`src/rtl/multiword_seq_adder_if.sv`:
```
// Handshake/bus bundle for multiword_seq_adder.
// Optional build macro: MWSA_SUB_EN adds the subtract-select signal.
interface multiword_seq_adder_if #(
  parameter int unsigned WORDS = 4
);
  localparam int unsigned N = 16 * WORDS;

  logic         in_valid;
  logic         in_ready;
  logic [N-1:0] a;
  logic [N-1:0] b;
  logic         cin;
`ifdef MWSA_SUB_EN
  logic         sub;
`endif
  logic         out_valid;
  logic         out_ready;
  logic [N-1:0] sum;
  logic         cout;
  logic         ovf;

`ifdef MWSA_SUB_EN
  modport master (
    output in_valid, a, b, cin, sub, out_ready,
    input  in_ready, out_valid, sum, cout, ovf
  );
  modport slave (
    input  in_valid, a, b, cin, sub, out_ready,
    output in_ready, out_valid, sum, cout, ovf
  );
`else
  modport master (
    output in_valid, a, b, cin, out_ready,
    input  in_ready, out_valid, sum, cout, ovf
  );
  modport slave (
    input  in_valid, a, b, cin, out_ready,
    output in_ready, out_valid, sum, cout, ovf
  );
`endif
endinterface

```
`src/rtl/multiword_seq_adder.sv`:
```
// Sequential multi-precision adder: one 16-bit CLA slice, one chunk per
// cycle, LSB chunk first, carry held in a register between chunks.
// Optional build macro: MWSA_SUB_EN enables a - b via the sub select.
module multiword_seq_adder #(
  parameter int unsigned WORDS = 4
) (
  input logic                 clk,
  input logic                 rst,
  multiword_seq_adder_if.slave bus
);
  localparam int unsigned CHUNK = 16;
  localparam int unsigned IDX_W = $clog2(WORDS);
  localparam logic [IDX_W-1:0] LAST_IDX = IDX_W'(WORDS - 1);

  typedef enum logic [1:0] {IDLE, ADD, DONE} state_t;

  state_t                       state;
  logic [IDX_W-1:0]             idx;
  logic                         carry;
  logic [WORDS-1:0][CHUNK-1:0]  a_q;
  logic [WORDS-1:0][CHUNK-1:0]  b_q;
  logic [WORDS-1:0][CHUNK-1:0]  sum_q;
  logic                         cout_q;
  logic                         ovf_q;
  logic                         out_valid_q;

  logic [CHUNK-1:0] op_a;
  logic [CHUNK-1:0] op_b;
  logic [CHUNK-1:0] g;
  logic [CHUNK-1:0] p;
  logic [3:0]       gg;
  logic [3:0]       gp;
  logic [4:0]       gc;
  logic [CHUNK:0]   c;
  logic [CHUNK-1:0] slice_sum;
  logic             slice_cout;

  // 16-bit CLA slice on the current chunk: 4-bit groups with group G/P lookahead
  always_comb begin
    op_a = a_q[idx];
    op_b = b_q[idx];
    g    = op_a & op_b;
    p    = op_a ^ op_b;
    for (int k = 0; k < 4; k++) begin
      gg[k] = g[4*k+3] | (p[4*k+3] & g[4*k+2]) | (p[4*k+3] & p[4*k+2] & g[4*k+1]) |
              (p[4*k+3] & p[4*k+2] & p[4*k+1] & g[4*k]);
      gp[k] = &p[4*k +: 4];
    end
    gc[0] = carry;
    gc[1] = gg[0] | (gp[0] & gc[0]);
    gc[2] = gg[1] | (gp[1] & gg[0]) | (gp[1] & gp[0] & gc[0]);
    gc[3] = gg[2] | (gp[2] & gg[1]) | (gp[2] & gp[1] & gg[0]) |
            (gp[2] & gp[1] & gp[0] & gc[0]);
    gc[4] = gg[3] | (gp[3] & gg[2]) | (gp[3] & gp[2] & gg[1]) |
            (gp[3] & gp[2] & gp[1] & gg[0]) | (gp[3] & gp[2] & gp[1] & gp[0] & gc[0]);
    c = '0;
    for (int k = 0; k < 4; k++) begin
      c[4*k]   = gc[k];
      c[4*k+1] = g[4*k]   | (p[4*k]   & gc[k]);
      c[4*k+2] = g[4*k+1] | (p[4*k+1] & g[4*k])   | (p[4*k+1] & p[4*k] & gc[k]);
      c[4*k+3] = g[4*k+2] | (p[4*k+2] & g[4*k+1]) | (p[4*k+2] & p[4*k+1] & g[4*k]) |
                 (p[4*k+2] & p[4*k+1] & p[4*k] & gc[k]);
    end
    c[CHUNK]   = gc[4];
    slice_sum  = p ^ c[CHUNK-1:0];
    slice_cout = gc[4];
  end

  // Control FSM and datapath registers; reset wins over any handshake
  always_ff @(posedge clk) begin
    if (rst) begin
      state       <= IDLE;
      idx         <= '0;
      carry       <= 1'b0;
      a_q         <= '0;
      b_q         <= '0;
      sum_q       <= '0;
      cout_q      <= 1'b0;
      ovf_q       <= 1'b0;
      out_valid_q <= 1'b0;
    end else begin
      case (state)
        IDLE: begin
          if (bus.in_valid) begin
            a_q   <= bus.a;
            idx   <= '0;
`ifdef MWSA_SUB_EN
            // Subtract as a + ~b + 1; cin is ignored in that mode
            b_q   <= bus.sub ? ~bus.b : bus.b;
            carry <= bus.sub ? 1'b1 : bus.cin;
`else
            b_q   <= bus.b;
            carry <= bus.cin;
`endif
            state <= ADD;
          end
        end
        ADD: begin
          sum_q[idx] <= slice_sum;
          carry      <= slice_cout;
          if (idx == LAST_IDX) begin
            cout_q      <= slice_cout;
            ovf_q       <= (a_q[WORDS-1][CHUNK-1] == b_q[WORDS-1][CHUNK-1]) &&
                           (slice_sum[CHUNK-1] != a_q[WORDS-1][CHUNK-1]);
            out_valid_q <= 1'b1;
            state       <= DONE;
          end else begin
            idx <= idx + IDX_W'(1);
          end
        end
        DONE: begin
          if (bus.out_ready) begin
            out_valid_q <= 1'b0;
            state       <= IDLE;
          end
        end
        default: state <= IDLE;
      endcase
    end
  end

  // Output drive; in_ready is the only decoded (unregistered) output
  assign bus.in_ready  = (state == IDLE) && !rst;
  assign bus.out_valid = out_valid_q;
  assign bus.sum       = sum_q;
  assign bus.cout      = cout_q;
  assign bus.ovf       = ovf_q;
endmodule

```
`src/flat_wrapper.sv`:
```
// flat-port wrapper written by rule: the top's interface ports become plain ports
module multiword_seq_adder_flat 
#(
  parameter int unsigned WORDS = 4
)
  (clk, rst, bus_in_valid, bus_a, bus_b, bus_cin, bus_out_ready, bus_in_ready, bus_out_valid, bus_sum, bus_cout, bus_ovf);
  multiword_seq_adder_if #(.WORDS(WORDS)) bus_i ();
  input logic clk;
  input logic rst;
  input wire logic [$bits(bus_i.in_valid)-1:0] bus_in_valid;
  input wire logic [$bits(bus_i.a)-1:0] bus_a;
  input wire logic [$bits(bus_i.b)-1:0] bus_b;
  input wire logic [$bits(bus_i.cin)-1:0] bus_cin;
  input wire logic [$bits(bus_i.out_ready)-1:0] bus_out_ready;
  output wire logic [$bits(bus_i.in_ready)-1:0] bus_in_ready;
  output wire logic [$bits(bus_i.out_valid)-1:0] bus_out_valid;
  output wire logic [$bits(bus_i.sum)-1:0] bus_sum;
  output wire logic [$bits(bus_i.cout)-1:0] bus_cout;
  output wire logic [$bits(bus_i.ovf)-1:0] bus_ovf;
  assign bus_i.in_valid = bus_in_valid;
  assign bus_i.a = bus_a;
  assign bus_i.b = bus_b;
  assign bus_i.cin = bus_cin;
  assign bus_i.out_ready = bus_out_ready;
  assign bus_in_ready = bus_i.in_ready;
  assign bus_out_valid = bus_i.out_valid;
  assign bus_sum = bus_i.sum;
  assign bus_cout = bus_i.cout;
  assign bus_ovf = bus_i.ovf;
  multiword_seq_adder #(.WORDS(WORDS)) u_core (.clk(clk), .rst(rst), .bus(bus_i));
endmodule
```
`config.mk`:
```
export PLATFORM = sky130hd
export DESIGN_NAME = multiword_seq_adder_flat
export DESIGN_NICKNAME = d
export VERILOG_FILES = /design/src/rtl/multiword_seq_adder_if.sv /design/src/rtl/multiword_seq_adder.sv /design/src/flat_wrapper.sv
export SDC_FILE = /design/constraint.sdc
export NUM_CORES = 1
export LEC_CHECK = 0
export ABC_AREA = 1
export CORE_MARGIN = 1.5
export CORE_UTILIZATION = 40
export DETAILED_ROUTE_END_ITERATION = 8
export PLACE_DENSITY = 0.7
export SYNTH_ARGS = -nofsm -noshare
export SYNTH_HDL_FRONTEND = slang
export SYNTH_SLANG_ARGS = --single-unit
```
`constraint.sdc`:
```
create_clock -name clk -period 3.4 [get_ports clk]
set_input_delay 0.85 -clock clk [delete_from_list [all_inputs] [get_ports clk]]
set_output_delay 0.85 -clock clk [all_outputs]
set_load 0.01 [all_outputs]
```
==> summary.txt <==
Pin count of the biggest net entering global routing = 128
Slew at the pin closest to its max-slew limit = 0.7972 ns
Register bit total from synthesis = 200
Die Ht = 149.6 um
Peak VDD IR = 0.0003424 V
CP cell instances = clkinv_1 -> buf_4 -> o21ai_0 -> o22ai_1 -> ha_1 -> or2_1 -> nand3b_1 -> nand2_2 -> nand3_1 -> o21bai_2 -> fa_1 -> xor2_1 -> inv_1 -> a21oi_1
Initial Utilization = 0.4088
PortBufs = 200
DR iter-0 viols = 750
Post-DR wirelength/cell = 15.47 um
Distinct cell type count after synthesis = 36
Final net count = 1469
HP Class = flip-flop to flip-flop
Share of layout cells above drive strength 1 = 0.05509
Count leader, synth = nor2_1
Drt first pass iters = 5
Critical Path RT = 3.77 ns
Clock Path Buffers = 2
I/O pins = 201
# Post-CTS Setup Buffers = 0
Hold Path Stages = 2
Pwr Density = 545.5 mW/mm^2
Cts bufs inserted = 17
Rel. slew slack = 0.4679
Ys flop type = dfxtp_1
Top post-synthesis cells by area = dfxtp_1 (47%), nor2_1 (14%), o21ai_0 (13%)
Cell Area, Synth = 0.008593 sq mm
Via density = 5.101
Post-synth top area share = 0.4659
Initial antenna violation count = 0
Total grt overflow = 0
Row cnt = 53
Post-Route WL = 24.76 mm
CTS tree = yes
CTS H-tree depth = 4
Critical path fanouts, max = 37
Yosys warnings = 0
Pleak = 0.004764 uW
Post-Syn Instances = 1158
Met3 WL = 1.652 mm
Seq/Total Area, Yosys = 0.4659
RSZ-0062 raised after global routing = false
Die ar. = 0.02237 sq mm
Time the worst path needs with I/O delays and setup = 2.969 ns
Slew Limit Fails = 0
Clk pin slew, worst setup/hold paths = 0.07 ns
Crit. End Element = flip-flop
Clk_skew = 0.01573 ns
Met2 Wirelength = 11.39 mm
Endpoints failing setup = 0
CTS-repair resized insts = 0
Ant diodes = 0
Fin. Hold Viols = 0
Critical Path AT = 3.34 ns
DR vias = 8161
Post-synth EDFFs = 0
Crit path launch type = flip-flop
Layout Utilization = 0.5423
Root Driver = clkbuf_16
Clk sinks = 200
Critical path buffers and inverters = 3
Clk Latency, worst-skew pair = 0.45 ns
Fraction of registers with async set/reset = 0
Highest routed layer = met4
DRC Markers = 0
Total Negative Setup Slacks = 0 ns
Setup CP Type = flip-flop to flip-flop
Global-route wire length before repair = 38.85 mm
Vias in the first global route = 7546
DIE WIDTH = 149.6 um
Worst path slowest cell = fa_1
Antenna viol nets, final = 0
Synthesis-to-finish area growth = 32.66%
CP delay by family, top = adder cells
Hold buffer count at cts = 0
HPWL after DPL = 18.02 mm
Met1 WL = 11.19 mm
Highest Clock Rate = 0.3368 GHz
Syn_area_per_cell = 7.421 sq um
Design Power = 6218 uW
Max stage delay on crit path = 0.38 ns
Period utilisation layout = 0.8733
Max Cap Viol = 0
Overall routing resource usage = 0.2246
Synth top cells by count = nor2_1 (323), o21ai_0 (231), dfxtp_1 (200)
Critical Path Stages = 14
Syn Nets = 1315
Final GP Congestion = 0.8687
Worst R2R Path Depth = 14
Status = finished, final reports clean
Core footprint = 0.02102 sq mm
Yosys top cell by area = dfxtp_1
-- sequential cells by signal, summed over array words and instances, names as in the netlist --
signal / flops
u_core.idx: 2
u_core.bus.sum: 64
u_core.bus.out_valid: 1
u_core.a_q: 64
u_core.carry: 1
u_core.bus.ovf: 1
u_core.bus.cout: 1
u_core.state: 2
u_core.b_q: 64
-- layout by cell type, fill, tap and decap left out, drive strengths merged --
cell type      count
clkinv             5
xnor2              4
fa                 4
inv               69
a211oi             1
clkbuf            17
clkinvlp           1
nand3b             2
clkdlybuf4s50    200
bufinv             2
o22ai             30
o21ai            231
o21a               8
buf               13
a31oi              1
nor3               2
a221oi             1
dfxtp            200
or2                2
nand2             82
ha                20
a21oi             45
a32oi              2
o21bai            22
and3               1
nor2             325
xor2               4
o211ai             4
nand3             27
-- kinds of logic after synthesis --
| kind of cell | after synthesis | share of synthesized area |
|---|---|---|
| AO/OA/AOI/OAI | 345 | 0.2178 |
| flip-flops | 200 | 0.4659 |
| buffers and inverters | 140 | 0.06319 |
| AND/OR/NAND/NOR | 441 | 0.2056 |
| adder cells (fa/ha/maj) | 24 | 0.03844 |
| XOR/XNOR | 8 | 0.009028 |
-- tightest hold or removal path: cells and delay by family, from the launching register on --
kind | cells | cell delay [ns]
AOI/OAI and AO/OA | 1 | 0.05
and+or+nand+nor | 1 | 0.06
DFF | 1 | 0.31
-- final timing paths --
path / startpoint / to / slack [ns]
worst max-delay path: u_core.idx[1]$_SDFFE_PP0P_ / u_core.bus.sum[57]$_SDFFE_PP0P_ / 0.43
worst min-delay path: u_core.bus.out_valid$_SDFFE_PP0P_ / u_core.bus.out_valid$_SDFFE_PP0P_ / 0.46
worst min register to register: u_core.bus.out_valid$_SDFFE_PP0P_ / u_core.bus.out_valid$_SDFFE_PP0P_ / 0.46
worst max register to register: u_core.idx[1]$_SDFFE_PP0P_ / u_core.bus.sum[57]$_SDFFE_PP0P_ / 0.43
-- routing by layer --
layer / vias up / track usage
li1: 4120 / -
met3: 36 / 0.03780
met1: 3697 / 0.3055
met2: 308 / 0.3601
met5: - / 0
met4: 0 / 0.07574
-- power by group --
part | internal, uW | switching, uW
registers | 2520 | 112
logic | 600 | 905
clock network | 1120 | 961
total | 4240 | 1980
-- final cells by class --
cell class	count	area (sq um)
inverters	62	237.7
repair buffers	213	2150
multi-input cells	818	4054
well taps	275	344.1
clock buffers	17	425.4
fillers	1961	9622
flip-flops and latches	200	4005
clock inverters	15	183.9
-- per-stage QoR --
step | cell area, sq um | setup WS [ns] | hold slack (ns) | instances
final | 11400 | 0.4309 | 0.4589 | 1600
after global routing | 11400 | 0.2444 | 0.4825 | 1600
after CTS | 11400 | 0.4645 | 0.4632 | 1600
after detailed placement | 10790 | 0.4957 | 0.4533 | 1568
after global placement | 10790 | 0.5288 | 0.4518 | 1568
after floorplan | 8593 | 0.5525 | 0.4495 | 1158
No activity file was read; power rests on OpenSTA's default activity.
